**src/rtl/gpioemu_host.sv**
```systemverilog
// Bus initiator that runs one gpioemu multiply/popcount job per start request:
// writes A1, A2, trigger, polls status, then reads back W and L.
module gpioemu_host #(
    parameter int STB_CYCLES = 2,
    parameter int POLL_LIMIT = 64
) (
    input  logic        clk,
    input  logic        reset,
    input  logic        start,
    input  logic [23:0] arg_a,
    input  logic [23:0] arg_b,
    output logic        busy,
    output logic        done,
    output logic        timeout,
    output logic [31:0] result_w,
    output logic [23:0] result_l,
    output logic [15:0] saddress,
    output logic        srd,
    output logic        swr,
    output logic [31:0] sdata_out,
    input  logic [31:0] sdata_in
);

    typedef enum logic [2:0] {
        IDLE, WR_A1, WR_A2, WR_GO, POLL, RD_W, RD_L, DONE
    } state_t;

    localparam int CW = $clog2(STB_CYCLES + 2);
    localparam int PW = $clog2(POLL_LIMIT + 1);
    localparam logic [CW-1:0] CNT_STB  = CW'(STB_CYCLES);
    localparam logic [CW-1:0] CNT_END  = CW'(STB_CYCLES + 1);
    localparam logic [PW-1:0] POLL_MAX = PW'(POLL_LIMIT);

    localparam logic [15:0] ADDR_A1   = 16'h0380;
    localparam logic [15:0] ADDR_A2   = 16'h0388;
    localparam logic [15:0] ADDR_W    = 16'h0390;
    localparam logic [15:0] ADDR_L    = 16'h0398;
    localparam logic [15:0] ADDR_CTRL = 16'h03A0;

    state_t        state, state_nx;
    logic [CW-1:0] cnt, cnt_nx;
    logic [PW-1:0] poll_cnt;
    logic [PW-1:0] poll_cnt_inc;
    logic          poll_ok;
    logic [23:0]   b_q;
    logic          last, sample, accept, timeout_set;

    logic [15:0]   addr_nx;
    logic [31:0]   data_nx;
    logic          srd_nx, swr_nx, busy_nx, done_nx;

    // cnt walks SETUP (0), STROBE (1..STB_CYCLES), HOLD (STB_CYCLES+1)
    assign last         = (cnt == CNT_END);
    assign sample       = (cnt == CNT_STB);
    assign accept       = (state == IDLE) && start;
    assign poll_cnt_inc = poll_cnt + 1'b1;
    assign timeout_set  = (state == POLL) && last && !poll_ok && (poll_cnt_inc == POLL_MAX);

    always_ff @(posedge clk or posedge reset) begin
        if (reset) begin
            state <= IDLE;
            cnt   <= '0;
        end else begin
            state <= state_nx;
            cnt   <= cnt_nx;
        end
    end

    always_comb begin
        state_nx = state;
        cnt_nx   = cnt;
        case (state)
            IDLE: begin
                if (start) begin
                    state_nx = WR_A1;
                    cnt_nx   = '0;
                end
            end
            DONE: state_nx = IDLE;
            default: begin
                if (last) begin
                    cnt_nx = '0;
                    case (state)
                        WR_A1: state_nx = WR_A2;
                        WR_A2: state_nx = WR_GO;
                        WR_GO: state_nx = POLL;
                        POLL: begin
                            if (poll_ok)          state_nx = RD_W;
                            else if (timeout_set) state_nx = DONE;
                            else                  state_nx = POLL;
                        end
                        RD_W:    state_nx = RD_L;
                        RD_L:    state_nx = DONE;
                        default: state_nx = IDLE;
                    endcase
                end else begin
                    cnt_nx = cnt + 1'b1;
                end
            end
        endcase
    end

    // Bus outputs are a function of the next state so they come straight off flops.
    always_comb begin
        addr_nx = saddress;
        data_nx = sdata_out;
        case (state_nx)
            WR_A1:     addr_nx = ADDR_A1;
            WR_A2:     addr_nx = ADDR_A2;
            WR_GO:     addr_nx = ADDR_CTRL;
            POLL:      addr_nx = ADDR_CTRL;
            RD_W:      addr_nx = ADDR_W;
            RD_L:      addr_nx = ADDR_L;
            default:   addr_nx = saddress;
        endcase
        if (state_nx != state) begin
            case (state_nx)
                WR_A1:   data_nx = {8'h00, arg_a};
                WR_A2:   data_nx = {8'h00, b_q};
                WR_GO:   data_nx = 32'h0;
                POLL:    data_nx = 32'h0;
                default: data_nx = sdata_out;
            endcase
        end
        srd_nx  = 1'b0;
        swr_nx  = 1'b0;
        if ((cnt_nx != '0) && (cnt_nx <= CNT_STB)) begin
            srd_nx = (state_nx == POLL) || (state_nx == RD_W) || (state_nx == RD_L);
            swr_nx = (state_nx == WR_A1) || (state_nx == WR_A2) || (state_nx == WR_GO);
        end
        busy_nx = (state_nx != IDLE) && (state_nx != DONE);
        done_nx = (state_nx == DONE);
    end

    always_ff @(posedge clk or posedge reset) begin
        if (reset) begin
            saddress  <= '0;
            sdata_out <= '0;
            srd       <= 1'b0;
            swr       <= 1'b0;
            busy      <= 1'b0;
            done      <= 1'b0;
            timeout   <= 1'b0;
            result_w  <= '0;
            result_l  <= '0;
            poll_cnt  <= '0;
            poll_ok   <= 1'b0;
            b_q       <= '0;
        end else begin
            saddress  <= addr_nx;
            sdata_out <= data_nx;
            srd       <= srd_nx;
            swr       <= swr_nx;
            busy      <= busy_nx;
            done      <= done_nx;
            if (accept) begin
                b_q      <= arg_b;
                result_w <= '0;
                result_l <= '0;
                timeout  <= 1'b0;
                poll_cnt <= '0;
            end else begin
                if (timeout_set) timeout <= 1'b1;
                if ((state == POLL) && last && !poll_ok) poll_cnt <= poll_cnt_inc;
            end
            if ((state == POLL) && sample) poll_ok  <= (sdata_in[1:0] == 2'b11);
            if ((state == RD_W) && sample) result_w <= sdata_in;
            if ((state == RD_L) && sample) result_l <= sdata_in[23:0];
        end
    end

endmodule

```
**config.mk**
```make
export PLATFORM = sky130hd
export DESIGN_NAME = gpioemu_host
export DESIGN_NICKNAME = d
export VERILOG_FILES = /design/src/rtl/gpioemu_host.sv
export SDC_FILE = /design/constraint.sdc
export NUM_CORES = 1
export LEC_CHECK = 0
export CAP_MARGIN = 20
export CORE_ASPECT_RATIO = 1.25
export CORE_UTILIZATION = 60
export DETAILED_ROUTE_END_ITERATION = 7
export DONT_BUFFER_PORTS = 1
export GPL_ROUTABILITY_DRIVEN = 0
export GPL_TIMING_DRIVEN = 0
export PLACE_DENSITY = 0.83
export SLEW_MARGIN = 20
export SYNTH_ARGS = -nofsm -noshare
export SYNTH_HDL_FRONTEND = slang
export SYNTH_SLANG_ARGS = --single-unit
```
**constraint.sdc**
```tcl
create_clock -name clk -period 4.4 [get_ports clk]
set_input_delay 0.66 -clock clk [delete_from_list [all_inputs] [get_ports clk]]
set_output_delay 0.66 -clock clk [all_outputs]
set_load 0.1 [all_outputs]
```
## After elaboration in Yosys (flattened, before gate mapping)

Index checks and enable logic that the tools add are counted.

| operators by class | value |
|---|---|
| $lt $le $gt $ge | 1 |
| reduce and logical (&&, ||, !) cells | 25 |
| add/subtract/negate cells | 2 |
| equality and inequality tests | 20 |
| muxes and demuxes | 21 |

Operator list:

| operator | count |
|---|---|
| 32-bit case mux with 3 select lines | 1 |
| 16-bit case mux with 5 select lines | 1 |
| 32-bit 2-to-1 mux | 2 |
| 24-bit 2-to-1 mux | 2 |
| 3-bit == test, second input constant | 8 |
| 3-bit case mux with 6 select lines | 1 |
| 7-bit 2-to-1 mux | 2 |
| 3-bit by 2-bit == test with 1-bit output, second input constant | 4 |
| 2-bit nonzero test | 5 |
| 1-bit logical AND | 9 |
| 2-bit 2-to-1 mux | 4 |
| 7-bit by 1-bit adder with 7-bit output, second input constant | 1 |
| 7-bit == test, second input constant | 1 |
| 2-bit == test, second input constant | 3 |
| 3-bit by 1-bit == test with 1-bit output, second input constant | 2 |
| 3-bit 2-to-1 mux | 2 |
| 3-bit case mux with 2 select lines | 1 |
| 3-bit nonzero test | 2 |
| 5-bit nonzero test | 1 |
| 1-bit logical OR | 4 |
| 1-bit 2-to-1 mux | 4 |
| 2-bit case mux with 2 select lines | 1 |
| 3-bit logical NOT | 1 |
| 3-bit != test | 1 |
| 6 further kinds | 6 |

| storage, ports and cells | value |
|---|---|
| logic and storage cells | 83 |
| bits in registers | 146 |
| input port bits | 83 |

## Longest topological paths before layout

| logic depth | value |
|---|---|
| depth in word-level cells | 13 |
| gate-level depth with buffers | 8 |
| gate-level depth less buffers | 8 |

## Least setup slack after synthesis

OpenSTA, ideal clock, no wires.

| timing path | value |
|---|---|
| path type | reg2reg |
| start point | register poll_cnt[0] |
| end point | register sdata_out[0] |
| required time | 4.273 ns |
| buffers on the path | 1 |
| path slack | 1.864 ns |
| arrival | 2.409 ns |
| period minus slack after synthesis | 2.536 ns |
| stages on the path, launching flop included | 9 |
| cell sequence | dfrtp_1 ha_1 or4_4 a211o_1 a221oi_4 nor2_4 nor3_4 buf_4 a21oi_1 |

| on the way | value |
|---|---|
| word-level cells in the longest chain between the ends | 12 |

RTL lines:

| element | RTL line | source |
|---|---|---|
| start: declaration | 42 | `logic [PW-1:0] poll_cnt;` |
| start signal: assignment | 164 | `if ((state == POLL) && last && !poll_ok) poll_cnt <= poll_cnt_inc;` |
| 7-bit by 1-bit adder with 7-bit output * | 56 | `assign poll_cnt_inc = poll_cnt + 1'b1;` |
| 7-bit == test * | 57 | `assign timeout_set = (state == POLL) && last && !poll_ok && (poll_cnt_inc == POLL_MAX);` |
| 1-bit logical AND * | 57 |  |
| 2-bit 2-to-1 mux * | 89 | `else if (timeout_set) state_nx = DONE;` |
| 2-bit 2-to-1 mux * | 88 | `if (poll_ok) state_nx = RD_W;` |
| 3-bit case mux with 6 select lines * | 83 | `case (state)` |
| 3-bit 2-to-1 mux * | 81 | `if (last) begin` |
| 3-bit case mux with 2 select lines * | 72 | `case (state)` |
| 3-bit == test or 3-bit by 2-bit == test with 1-bit output (tied branches) | 117 | `case (state_nx)` |
| 2-bit OR reduction (no source line) | -- |  |
| 3-bit nonzero test (no source line) | -- |  |
| 2-bit AND reduction (no source line) | -- |  |
| end signal: assignment | 151 | `sdata_out <= data_nx;` |
| end: declaration | 20 | `output logic [31:0] sdata_out,` |

Every way passes the cells marked *; elsewhere a longest branch is shown, timed or not. The select of a mux whose other input is x is not followed.
A chain may end at the register's enable or synchronous reset.

## Worst setup path after layout

| timing path | value |
|---|---|
| start point | register poll_cnt[0] |
| end point | register sdata_out[6] |

Same word-level chain as after synthesis.

==> run_results.csv <==
group,metric,value,unit
die,die_width,88.8,µm
cells_and_area,layout-drive-gt1-share,10.5,%
critical_path,ff2ff_setup_slack,1.53,ns
sta,final_period_minus_worst_setup_slack,2.87,ns
routing,drtPass1Iterations,6,
cells_and_area,layout.cells.non_filler,782,
critical_path,cp_max_fo,10,
clock_tree,clk_latency,0.42,ns
clock_tree,cts_hold_buffers,0,
logic_synthesis,synthMuxAreaShare,0.532,%
logic_synthesis,synth_top_family_by_area,"simple AND/OR/NAND/NOR gates",
logic_synthesis,synth_seq_cells,126,
critical_path,crit_path_end_kind,"flop",
logic_synthesis,avgSynthCellArea,9.26,µm²
logic_synthesis,yosys-top-cells-area,"dfrtp_1, nand2_1, o21ai_0, o221ai_1, buf_4",
logic_synthesis,yosys_warnings,0,
sta,setup_viol_count_final,0,
global_routing,overflow,0,
sta,period_share,65.1,%
clock_tree,clk_pin_slew_worst_paths,0.05,ns
logic_synthesis,synth_top_cells_by_count,"nand2_1, dfrtp_1, o21ai_0, a21oi_1, inv_1",
logic_synthesis,synth_most_common_cell,"nand2_1",
clock_tree,cts_post_setup_buffers_inserted,0,
critical_path,worstPathCellList,"ha_1, or4_4, a211o_1, a221oi_4, nor2_4, nor3_4, buf_4, a21oi_1",
routing,post_drt_via_cell_ratio,5.81,
logic_synthesis,synth_xor_area_share,0.931,%
clock_tree,htree_levels,4,
sta,worst_pin_slew,0.976,ns
clock_tree,cts.sinks,126,
logic_synthesis,synth_area,5650,µm²
logic_synthesis,netlist_instances,610,
placed_design,dp_hpwl,9790,µm
critical_path,arrival,3.16,ns
job,maxCapViolCount,0,
placed_design,port_buffers,0,
routing,wl_per_cell,17.9,µm
critical_path,startpoint,"poll_cnt[0]",
cells_and_area,num-nets-final,734,
die,ioPinCount,192,
critical_path,r2r-end,"sdata_out[6]",
clock_tree,root_buffer,"clkbuf_16",
global_routing,grtUsageMet2,48.7,%
clock_tree,cts_resized,0,
critical_path,rr_worst_depth,8,
run_status,status,"finished, final reports clean",
sta,drv_slew,0,
clock_tree,cts_tree,"yes",
die,rows,39,
critical_path,start_kind,"flop",
cells_and_area,synthToLayoutAreaGrowth,14.4,%
global_routing,busiest_layer,"met2",
critical_path,critPathSlowestCell,"or4_4",
global_routing,gr-usage-met3,9.49,%
clock_tree,cts_buffers,17,
routing,ant_nets,0,
sta,skew,0.00843,ns
cells_and_area,diodes,0,
sta,rsz0062_at_grt,"no",
critical_path,reg2reg_from,"poll_cnt[0]",
global_routing,grtUsageTotal,30.5,%
logic_synthesis,synth_edf_count,0,
die,start_util,61.9,%
routing,vias,4544,
logic_synthesis,synth_compound_area_share,16.1,%
logic_synthesis,yosys.area_share.adder,0.886,%
routing,wl,14000,µm
logic_synthesis,synth_simple_gate_area_share,17.3,%
cells_and_area,nFillCells,702,
global_routing,grt_start_max_net_pins,71,
clock_tree,cts_buffer_depth,2,
global_routing,use_met1,36.5,%
logic_synthesis,ys_seq_area_share,55.8,%
global_routing,antenna_found_initial,0,
critical_path,crit_end,"sdata_out[6]",
critical_path,slowest_delay,0.58,ns
logic_synthesis,ys.flop_type,"dfrtp_1",
die,coreArea,9130,µm²
sta,fmax,0.349,GHz
die,die_area,9810,µm²
critical_path,path_class,"reg -> reg",
critical_path,crit_required,4.69,ns
logic_synthesis,yosysUniqueCellTypes,46,
sta,slew_headroom,34.9,%
global_routing,grt_pass1_vias,4661,
placed_design,dp_cells,751,
hold_path,min-delay-path-class,"in -> async",
sta,hold_viol,0,
logic_synthesis,async_flop_share,100,%
global_routing,grt_pass1_wl,22500,µm
routing,drt_iter0_drc,328,
die,die_h,110,µm
routing,drt_drc_violations_left,0,
logic_synthesis,yosysTopAreaCell,"dfrtp_1",
logic_synthesis,synth_top_area_share,55.8,%
metrics by stage:
step | setup slack (ns) | instance area [µm²] | hold WS (ns) | util (%) | setup TNS [ns]
after detailed placement | 1.59 | 5900 | 0.463 | 64.6 | 0
after global routing | 1.38 | 6460 | 0.204 | 70.8 | 0
final | 1.53 | 6460 | 0.158 | 70.8 | 0
after CTS | 1.55 | 6460 | 0.174 | 70.8 | 0
after global placement | -0.680 | 5860 | 0.458 | 64.3 | -85.06
after floorplan | 0.384 | 5710 | 0.446 | - | 0
logic make-up after synthesis:
kind of cell | count (synthesis)
simple gates | 237
other cells | 1
compound gates | 145
xor+xnor | 6
mux | 3
buf+inv | 88
fa+ha+maj | 4
flops | 126
how the worst min path moves through the flow:
stage / end / slack, ns / depth (start not counted)
final: saddress[5] / 0.16 / 1
after global routing: saddress[4] / 0.20 / 1
after CTS: sdata_out[1] / 0.17 / 1
after detailed placement: b_q[22] / 0.46 / 2
after global placement: b_q[16] / 0.46 / 2
after floorplan: b_q[0] / 0.45 / 2
routing by layer:
layer	vias to the layer above	wire length [µm]
li1	2076	-
met1	2196	5280
met2	226	7100
met3	46	1080
met4	0	521
met5	-	0
critical path, delay by kind of cell (launching register included):
kind	cells	cell delay, ns
AO/OA/AOI/OAI	3	0.75
AND/OR/NAND/NOR	3	0.98
flip-flops	1	0.45
adder cells (fa/ha/maj)	1	0.32
buffers and inverters	1	0.24
layout make-up:
cell class                      instances  area, µm²  area share (%)
Buffer                                 58        355            5.50
Clock buffer                           25        505            7.82
Clock inverter                          6       57.6           0.891
Inverter                               30        118            1.82
Multi-Input combinational cell        413       2090            32.3
Sequential cell                       126       3150            48.8
Tap cell                              123        154            2.38
Timing Repair Buffer                    1       27.5           0.426
sequential cells by signal (all words and copies together) (netlist names), 2 cells and up:
register / cells
result_w: 32
b_q: 24
result_l: 24
sdata_out: 24
poll_cnt: 7
saddress: 4
state: 3
cnt: 2
cell usage in the layout (no fill, tap or decap), drive strengths merged, types with 2 or more instances in the layout:
cell and count:
a211oi 2, a21o 2, a21oi 30, a221oi 2
a22o 4, a31oi 2, and2 2, and3 2
buf 26, clkbuf 58, clkinv 4, conb 18
dfrtp 126, ha 4, inv 30, mux2i 3
nand2 198, nand2b 2, nand3 4, nand4 2
nor2 15, nor3 3, o21ai 70, o221ai 24
o31ai 3, o32ai 2, or2 2, xnor2 3
xor2 3
Power is left out: the tool's default activity adds up to more than one toggle a clock period on the data nets, which glitch-free logic cannot reach.
